`config.mk`:
```
export PLATFORM = sky130hd
export DESIGN_NAME = vga_scan_controller
export DESIGN_NICKNAME = d
export VERILOG_FILES = /design/src/rtl/vga_scan_controller.sv
export SDC_FILE = /design/constraint.sdc
export NUM_CORES = 1
export LEC_CHECK = 0
export CAP_MARGIN = 10
export CORE_ASPECT_RATIO = 1.75
export CORE_MARGIN = 8
export CORE_UTILIZATION = 59
export DETAILED_ROUTE_END_ITERATION = 8
export GPL_TIMING_DRIVEN = 0
export PLACE_DENSITY = 0.83
export SYNTH_ARGS = -nofsm -noshare
export SYNTH_HDL_FRONTEND = slang
export SYNTH_SLANG_ARGS = --single-unit
```
`constraint.sdc`:
```
create_clock -name clk_25m -period 4 [get_ports clk_25m]
set_input_delay 1 -clock clk_25m [delete_from_list [all_inputs] [get_ports clk_25m]]
set_output_delay 1 -clock clk_25m [all_outputs]
set_load 0.1 [all_outputs]
```
`src/rtl/vga_scan_controller.sv`:
```
// 640x480@60 VGA scan controller: timing counters, multiplier-free buffer addressing, RD_LAT-aligned outputs.
// Optional colour-bar test pattern enabled by defining VGA_SCAN_TEST_PATTERN_EN.
module vga_scan_controller #(
    parameter int RD_LAT      = 1,
    parameter int SCALE_SHIFT = 2,
    parameter int ADDR_W      = 15
) (
    input  logic              clk_25m,
    input  logic              rst,
    output logic [ADDR_W-1:0] rd_addr,
    input  logic [7:0]        rd_data,
    output logic [7:0]        screen_data,
    output logic              valid,
    output logic              hsync,
    output logic              vsync,
    output logic              vblank,
    output logic              frame_start,
    input  logic              test_mode
);
    localparam logic [9:0] H_ACT    = 10'd640;
    localparam logic [9:0] H_SYNC_S = 10'd656;
    localparam logic [9:0] H_SYNC_E = 10'd752;
    localparam logic [9:0] H_LAST   = 10'd799;
    localparam logic [9:0] V_ACT    = 10'd480;
    localparam logic [9:0] V_SYNC_S = 10'd490;
    localparam logic [9:0] V_SYNC_E = 10'd492;
    localparam logic [9:0] V_LAST   = 10'd524;
    localparam logic [ADDR_W-1:0]      ROW_STRIDE = ADDR_W'(640 >> SCALE_SHIFT);
    localparam logic [SCALE_SHIFT-1:0] SUB_LAST   = '1;

    logic [9:0]        h_q, h_d, v_q, v_d;
    logic [ADDR_W-1:0] col_q, col_d, row_q, row_d, addr_hold_q;
    logic [RD_LAT-1:0] act_pipe_q, hs_pipe_q, vs_pipe_q;
    logic              h_wrap, act_raw, hs_raw, vs_raw;

    assign h_wrap  = (h_q == H_LAST);
    assign act_raw = (h_q < H_ACT) && (v_q < V_ACT);
    assign hs_raw  = !((h_q >= H_SYNC_S) && (h_q < H_SYNC_E));
    assign vs_raw  = !((v_q >= V_SYNC_S) && (v_q < V_SYNC_E));

    always_comb begin
        h_d   = h_wrap ? 10'd0 : h_q + 10'd1;
        v_d   = v_q;
        col_d = col_q;
        row_d = row_q;
        if (h_wrap) begin
            v_d   = (v_q == V_LAST) ? 10'd0 : v_q + 10'd1;
            col_d = '0;
            if (v_q == V_LAST)
                row_d = '0;
            else if (v_q[SCALE_SHIFT-1:0] == SUB_LAST)
                row_d = row_q + ROW_STRIDE;
        end else if (act_raw && (h_q[SCALE_SHIFT-1:0] == SUB_LAST)) begin
            col_d = col_q + ADDR_W'(1);
        end
    end

    // Outside active video the address freezes so the buffer sees no toggling.
    assign rd_addr = act_raw ? (row_q + col_q) : addr_hold_q;

    always_ff @(posedge clk_25m) begin
        if (rst) begin
            h_q         <= '0;
            v_q         <= '0;
            col_q       <= '0;
            row_q       <= '0;
            addr_hold_q <= '0;
            act_pipe_q  <= '0;
            hs_pipe_q   <= '1;
            vs_pipe_q   <= '1;
        end else begin
            h_q         <= h_d;
            v_q         <= v_d;
            col_q       <= col_d;
            row_q       <= row_d;
            addr_hold_q <= rd_addr;
            act_pipe_q  <= (act_pipe_q << 1) | RD_LAT'(act_raw);
            hs_pipe_q   <= (hs_pipe_q << 1) | RD_LAT'(hs_raw);
            vs_pipe_q   <= (vs_pipe_q << 1) | RD_LAT'(vs_raw);
        end
    end

    assign valid       = act_pipe_q[RD_LAT-1];
    assign hsync       = hs_pipe_q[RD_LAT-1];
    assign vsync       = vs_pipe_q[RD_LAT-1];
    assign vblank      = (v_q >= V_ACT);
    assign frame_start = (h_q == 10'd0) && (v_q == V_ACT);

`ifdef VGA_SCAN_TEST_PATTERN_EN
    logic [9:0] h_pipe_q [RD_LAT];
    logic [7:0] bar_colour;

    always_ff @(posedge clk_25m) begin
        if (rst) begin
            for (int i = 0; i < RD_LAT; i++) h_pipe_q[i] <= '0;
        end else begin
            h_pipe_q[0] <= h_q;
            for (int i = 1; i < RD_LAT; i++) h_pipe_q[i] <= h_pipe_q[i-1];
        end
    end

    // Bars are 80 pixels wide; the delayed column keeps them aligned with valid.
    always_comb begin
        bar_colour = 8'h00;
        if      (h_pipe_q[RD_LAT-1] < 10'd80)  bar_colour = 8'hFF;
        else if (h_pipe_q[RD_LAT-1] < 10'd160) bar_colour = 8'hFC;
        else if (h_pipe_q[RD_LAT-1] < 10'd240) bar_colour = 8'h1F;
        else if (h_pipe_q[RD_LAT-1] < 10'd320) bar_colour = 8'h1C;
        else if (h_pipe_q[RD_LAT-1] < 10'd400) bar_colour = 8'hE3;
        else if (h_pipe_q[RD_LAT-1] < 10'd480) bar_colour = 8'hE0;
        else if (h_pipe_q[RD_LAT-1] < 10'd560) bar_colour = 8'h03;
    end

    always_comb begin
        screen_data = 8'h00;
        if (valid) screen_data = test_mode ? bar_colour : rd_data;
    end
`else
    logic unused_test_mode;
    assign unused_test_mode = test_mode;

    always_comb begin
        screen_data = 8'h00;
        if (valid) screen_data = rd_data;
    end
`endif
endmodule
```
==> Word level (Yosys, flattened, before mapping) <==
Cells that the tools add are included.
{ "op_classes": {"addsub": 5, "n_reduce_logical": 11, "eq_ne": 5, "order_cmp": 7, "n_mux": 5} }
{ "op_table": {"columns": ["cell", "count"], "rows": [
  ["2-to-1 mux 15 bit", 3],
  ["adder 10 x 1 -> 10 bit (second input constant)", 2],
  ["equality test 10 bit (second input constant)", 2],
  [">= comparator 10 x 9 -> 1 bit (second input constant)", 2],
  ["less-than comparator 10 bit (second input constant)", 2],
  ["less-than comparator 10 x 9 -> 1 bit (second input constant)", 2],
  ["adder 15 x 1 -> 15 bit (second input constant)", 1],
  ["adder 15 bit", 1],
  ["adder 15 x 8 -> 15 bit (second input constant)", 1],
  ["equality test 10 x 9 -> 1 bit (second input constant)", 1],
  [">= comparator 10 bit (second input constant)", 1],
  ["logical NOT 10 bit", 1],
  ["2-to-1 mux 10 bit", 1],
  ["2-to-1 mux 8 bit", 1],
  ["logical AND 1 bit", 5],
  ["equality test 2 bit (second input constant)", 2],
  ["logical NOT 1 bit", 2],
  ["AND reduction 2 bit", 1],
  ["nonzero test 2 bit", 1],
  ["OR reduction 2 bit", 1]
]} }
{ "word_totals": {"regBits": 68, "elab_cells": 41, "inputBits": 11} }

==> Longest topological paths before layout <==
Gate-level depths: netlist (run 1).
{ "logic_depth": {"word_depth": 3, "ltp_mapped": 8, "ltp_nobuf": 7} }

==> Least setup slack after synthesis (run 1) <==
No wires, ideal clock.
{ "synth_path": {"path_kind": "register to output", "startpoint": "reg v_q[8]", "endpoint": "out rd_addr[2]", "arrival_ps": 2921, "required_ps": 3000, "stages_incl_launch_ff": 4, "path_slack_ps": 79, "path_buffers": 0, "path_cell_list": "dfxtp_1 > a41oi_2 > nand2_1 > o21ai_0"} }
{ "synth_via": {"elab_chain_cells": 3} }
{ "synth_rtl": {"columns": ["item", "line", "text"], "rows": [
  ["start: declaration", "31", "logic [9:0] h_q, h_d, v_q, v_d;"],
  ["start signal: assignment", "73", "v_q <= v_d;"],
  ["less-than comparator 10 x 9 -> 1 bit", "37", "assign act_raw = (h_q < H_ACT) && (v_q < V_ACT);"],
  ["logical AND 1 bit", "37", null],
  ["2-to-1 mux 15 bit", "59", "assign rd_addr = act_raw ? (row_q + col_q) : addr_hold_q;"],
  ["end: declaration", "10", "output logic [ADDR_W-1:0] rd_addr,"]
]} }
Every way passes these cells.

==> Worst setup path in the final report (run 1) <==
{ "layout_path": {"startpoint": "reg col_q[7]", "endpoint": "out rd_addr[8]"} }
{ "layout_via": {"elab_chain_cells": 2} }
{ "layout_rtl": {"columns": ["item", "line", "text"], "rows": [
  ["start: declaration", "32", "logic [ADDR_W-1:0] col_q, col_d, row_q, row_d, addr_hold_q;"],
  ["start signal: assignment", "74", "col_q <= col_d;"],
  ["adder 15 bit", "59", null],
  ["2-to-1 mux 15 bit", "59", null]
]} }
Every way passes these cells.

==> out/metrics.yaml, run 1 <==
synthesis:
  synth_flop_cell: "dfxtp_1"
  synth_cells: 407
  ys_seq_area_share_pct: 36.48
  synth_fp_nets: 435
  netlist_area_um2: 3457
  synth-edff-count: 0
  synth-async-reset-ratio_pct: 0
  yosysWarningCount: 0
  ys_seq_elements: 63
  synth_area_per_cell_um2: 8.494
  yosys.cell_types.count: 57
power:
  p_per_area_nw_per_um2: 316.9
  p_leak_nw: 1.700
  peakVddDrop_v: 0.0002733
  swShare_pct: 23.88
  pwr-share-clk_pct: 44.0
  power_switching_mw: 0.3130
  internal-power_mw: 0.9976
  seqPwrFrac_pct: 48.6
  combPwrFrac_pct: 7.4
place:
  gp_congestion: 0.9178
  placed_area_um2: 3925
  place_inst: 522
  io_buffers: 37
  dpl.hpwl_um: 6189
  post-place-ws_ns: 0.02883
setup_path:
  crit_path_start_kind: "flip-flop"
  crit_fanout: 6
  crit_required_ns: 3.00
  crit_arrival_ns: 2.88
  rrSetupSlack_ns: 1.83
  end_kind: "output port"
  critPathKind: "flip-flop to output port"
cells_and_area:
  drive_gt1_share_pct: 11.52
  final_net_count: 483
  mostFrequentLayoutCells: "dfxtp_1, nor2_1, nand2_1"
  final_common_cell: "dfxtp_1"
  synthToLayoutAreaGrowth_pct: 19.62
  design_area_um2: 4135
  fill_cells: 462
  instances_no_fill: 538
  antenna_cells: 0
drt:
  dr.first_iter.drc_count: 165
  highest_layer: "met4"
  met2WireLength_um: 4329
  postRouteAntennaNets: 0
  num_vias: 3066
  firstDrtPassIters: 4
  wl_met3_um: 518
  wl_met1_um: 3107
  post_drt_wl_per_cell_um: 15.24
  detail_route.vias_per_cell: 5.699
  wl_um: 8198
  route.detailed.drc: 0
floorplanning:
  die_area_um2: 8661
  die_w_um: 73.87
  core_um2: 5787
  die_h_um: 117.3
  std_cell_rows: 37
  io_pins: 39
  start_util_pct: 59.74
cts:
  cts_tree: "done"
  cts_sinks: 63
  clockBufferDepth: 2
  postCtsSetupRepairBufs: 0
  cts-root-buf: "clkbuf_8"
  clkTransAtPathRegs_ns: 0.06
  htreeDepth: 3
  cts_made_buffers: 9
  insertion_delay_ns: 0.35
global_route:
  grt_pass1_vias: 3000
  track_usage_pct: 20.25
  overflow: 0
  grt_first_pass_wirelength_um: 13450
  antenna_found_initial: 0
  grt_max_degree: 11
sta:
  fin_ws_ns: 0.1207
  worst_slew_pin_slew_ns: 0.9805
  fin_tns_setup_ns: 0
  hold_viol_final: 0
  period_needed_ns: 3.879
  grt_setup_unrepaired: "false"
  min_period_over_period_pct: 96.98
  max_clock_freq_mhz: 257.8
  holdWs_ns: 0.4621
  slew_viol_final: 0
  slew_headroom_pct: 34.43
  finalSetupViolCount: 0
  clock_skew_ns: 0.004270
run:
  max-cap-violations: 0
worst_hold_path:
  hp-class: "flip-flop to flip-flop"
run_status:
  outcome: "completed"
==> critical path, stage by stage, from the launching register on <==
cell	delay (ns)
dfxtp_1	0.44
ha_1	0.32
and3_1	0.20
nor2_1	0.30
and3_1	0.21
o21ai_0	0.12
nand2_1	0.08
dlygate4sd2_1	0.85
==> power by group through the flow <==
| stage | registers, mW | clock network [mW] | logic (mW) |
|---|---|---|---|
| after floorplan | 0.654 | 0 | 0.0646 |
| after global placement | 0.651 | 0 | 0.0967 |
| after detailed placement | 0.651 | 0 | 0.0975 |
| after CTS | 0.637 | 0.584 | 0.0979 |
| after global routing | 0.637 | 0.614 | 0.102 |
| final | 0.637 | 0.576 | 0.0972 |
==> registers in the layout, indices dropped and copies added, names as in the netlist <==
signal,flops
vsync,1
v_q,10
valid,1
addr_hold_q,15
hsync,1
h_q,10
row_q,10
col_q,15
==> per-layer routing <==
layer | vias up | GRT usage (%)
met2 | 88 | 37.40
li1 | 1531 | -
met5 | - | 0
met1 | 1430 | 19.16
met4 | 0 | 12.75
met3 | 17 | 4.863
==> area by class of cell <==
| type | count | area (um2) | share of cell area (%) |
|---|---|---|---|
| Clock inverter | 3 | 40.04 | 0.9682 |
| Inverter | 10 | 37.54 | 0.9077 |
| Sequential cell | 63 | 1261 | 30.50 |
| Buffer | 14 | 95.09 | 2.300 |
| Timing Repair Buffer | 37 | 371.6 | 8.986 |
| Multi-Input combinational cell | 320 | 2063 | 49.89 |
| Tap cell | 78 | 97.59 | 2.360 |
| Clock buffer | 13 | 168.9 | 4.085 |
==> through the flow <==
step                      power (mW)  util (%)
after CTS                      1.318     71.33
after global routing           1.353     71.46
final                          1.311     71.46
after global placement        0.7477     67.83
after floorplan               0.7185         -
after detailed placement      0.7487     67.83
==> cells in the mapped netlist (2+ instances only) <==
library cell | instances | area (um2)
nand2_1 | 40 | 150.1
dfxtp_1 | 63 | 1261
a32o_1 | 2 | 20.02
and4_1 | 4 | 35.03
o21ai_0 | 16 | 80.08
a31oi_1 | 2 | 12.51
mux2i_1 | 2 | 20.02
nor2b_1 | 9 | 56.30
xnor2_1 | 27 | 236.5
inv_1 | 10 | 37.54
nand4_1 | 8 | 50.05
nand2b_1 | 2 | 12.51
ha_1 | 17 | 212.7
and2_1 | 13 | 81.33
nor3_1 | 14 | 70.07
nand4b_1 | 2 | 17.52
nand3_4 | 2 | 35.03
buf_4 | 3 | 22.52
nor4_1 | 4 | 25.02
a31o_2 | 2 | 17.52
a21o_1 | 2 | 15.01
xor2_1 | 10 | 87.58
buf_6 | 3 | 33.78
and3_1 | 10 | 62.56
nor3_2 | 3 | 30.03
or3_1 | 11 | 68.82
buf_2 | 7 | 35.03
nor2_1 | 43 | 161.4
nor4_2 | 2 | 25.02
a21oi_1 | 26 | 130.1
a211oi_1 | 2 | 15.01
mux2_2 | 2 | 22.52
nand3_1 | 20 | 100.1
==> cells by family (layout without fill, tap and decap cells) <==
family                     count (synthesis)  in the layout  synth area share (%)
AOI/OAI and AO/OA                         63             63                 11.26
buffers and inverters                     24             77                 3.836
other                                      1              1                0.1085
xor gates and xnor gates                  37             37                 9.374
and+or+nand+nor                          198            198                 31.56
muxes                                      4              4                 1.231
adders and majority gates                 17             17                 6.153
DFF                                       63             63                 36.48
==> path summary, 6_finish.rpt <==
kind                   startpoint              end  depth (start not counted)
setup reg to reg         col_q[7]  addr_hold_q[14]                          6
setup / recovery         col_q[7]       rd_addr[8]                          7
hold / removal    addr_hold_q[14]  addr_hold_q[14]                          1
hold reg to reg   addr_hold_q[14]  addr_hold_q[14]                          1
==> what timing repair did <==
| action | 4_1_cts | 5_1_grt |
|---|---|---|
| resized for setup | 9 | 10 |
| endpoints found under the setup margin | 7 | 8 |
| gates cloned | 0 | 0 |
| pin swaps | 0 | 0 |
| hold buffers | 0 | 0 |
No activity file was read; power rests on OpenSTA's default activity.
==> inputs of run 2 (changes only) <==
CAP_MARGIN = not set   (was 10)
CORE_MARGIN = 2   (was 8)
==> out/metrics.yaml, run 2 (same netlist as run 1, synthesis figures left out) <==
global_route:
  antenna_found_initial: 0
  grt_max_degree: 11
  overflow: 0
  grt_pass1_vias: 2937
  track_usage_pct: 26.31
  grt_first_pass_wirelength_um: 12940
run:
  max-cap-violations: 0
drt:
  postRouteAntennaNets: 0
  post_drt_wl_per_cell_um: 14.69
  firstDrtPassIters: 4
  detail_route.vias_per_cell: 5.692
  dr.first_iter.drc_count: 111
  route.detailed.drc: 0
  wl_um: 7858
  num_vias: 3045
cells_and_area:
  final_common_cell: "dfxtp_1"
  final_net_count: 483
  reg_top3: "addr_hold_q (15), col_q (15)"
  drive_gt1_share_pct: 11.55
  antenna_cells: 0
  mostFrequentLayoutCells: "dfxtp_1, nor2_1, nand2_1"
  synthToLayoutAreaGrowth_pct: 19.51
cts:
  cts_sinks: 63
  cts-root-buf: "clkbuf_8"
  clkTransAtPathRegs_ns: 0.07
  cts_tree: "done"
  insertion_delay_ns: 0.35
  htreeDepth: 3
  postCtsSetupRepairBufs: 0
  clockBufferDepth: 2
  cts_made_buffers: 9
sta:
  period_needed_ns: 3.849
  hold_viol_final: 0
  max_clock_freq_mhz: 259.8
  slew_headroom_pct: 34.58
  min_period_over_period_pct: 96.24
  holdWs_ns: 0.4648
  grt_setup_unrepaired: "false"
  worst_slew_pin_slew_ns: 0.9782
  clock_skew_ns: 0.007015
  finalSetupViolCount: 0
  fin_tns_setup_ns: 0
  slew_viol_final: 0
setup_path:
  path_cells: "ha_1, and3_1, nor2_1, a211oi_1, or3_1, a31o_2, clkdlybuf4s15_2"
  crit_slowest_cell: "clkdlybuf4s15_2"
  crit_arrival_ns: 2.85
  critPathKind: "flip-flop to output port"
  crit_path_start_kind: "flip-flop"
  end_kind: "output port"
  crit_required_ns: 3.00
  crit_fanout: 5
  critPathMaxStageDelay_ns: 0.46
power:
  peakVddDrop_v: 0.0002130
  p_leak_nw: 1.696
  p_per_area_nw_per_um2: 324.4
place:
  io_buffers: 37
  dpl.hpwl_um: 5783
  gp_congestion: 0.8564
floorplanning:
  die_w_um: 61.87
  die_h_um: 105.3
  std_cell_rows: 36
  start_util_pct: 61.40
  core_um2: 5630
  io_pins: 39
  die_area_um2: 6512
run_status:
  outcome: "completed"
worst_hold_path:
  hp-class: "flip-flop to flip-flop"
## run 2: worst max-delay path: cells and delay by family, from the launching register on
family          cells  cell delay [ns]
simple gates        3             0.84
buf+inv             1             0.46
flops               1             0.44
compound gates      2             0.43
fa+ha+maj           1             0.33
## run 2: worst paths after layout
| kind | from | to | slack [ns] | cells after the start |
|---|---|---|---|---|
| min reg2reg | addr_hold_q[7] | addr_hold_q[7] | 0.46 | 2 |
| max reg2reg | row_q[7] | addr_hold_q[12] | 1.85 | 6 |
| min | addr_hold_q[7] | addr_hold_q[7] | 0.46 | 2 |
| max | row_q[7] | rd_addr[12] | 0.15 | 7 |
## run 2: final cells by class
cell class	count	area, um2
Buffer	14	95.09
Clock buffer	11	141.4
Clock inverter	4	70.07
Fill cell	445	1499
Inverter	10	37.54
Multi-Input combinational cell	320	2063
Sequential cell	63	1261
Tap cell	76	95.09
Timing Repair Buffer	37	367.9
## run 2: timing repair
item                       in CTS  in global routing
cloned                          0                  0
setup endpoints to repair       7                  9
hold buffers                    0                  0
gates resized for setup         9                 12
pin swaps                       0                  0
## run 2: report_power, final
part           internal, mW  total (mW)  switching (mW)
sequential            0.632       0.637         0.00503
combinational        0.0289      0.0963          0.0674
clock                 0.362       0.607           0.245
## run 2: metrics by stage
step	instances	instance area (um2)	power, mW	util (%)	worst slack, ns
6_report	535	4131	1.340	73.38	0.1506
5_1_grt	535	4131	1.376	73.38	0.01080
4_1_cts	535	4128	1.348	73.31	-0.01227
3_5_place_dp	520	3923	0.7477	69.67	0.07270
3_3_place_gp	520	3923	0.7468	69.67	0.08264
2_1_floorplan	407	3457	0.7185	-	0.07894
## run 2: routing by layer
metal  track usage (%)  vias up  routed length [um]
met5                 0        -                   0
met4             15.96        0                 392
met3             5.644       29                 349
met2             45.19       82                4148
met1             27.32     1407                2967
li1                  -     1527                   -
==> inputs of run 3 (changes only) <==
SLEW_MARGIN = 20   (was not set)
==> results of run 3 <==
No change in the layout: final DEF, timing and power equal those of run 2.
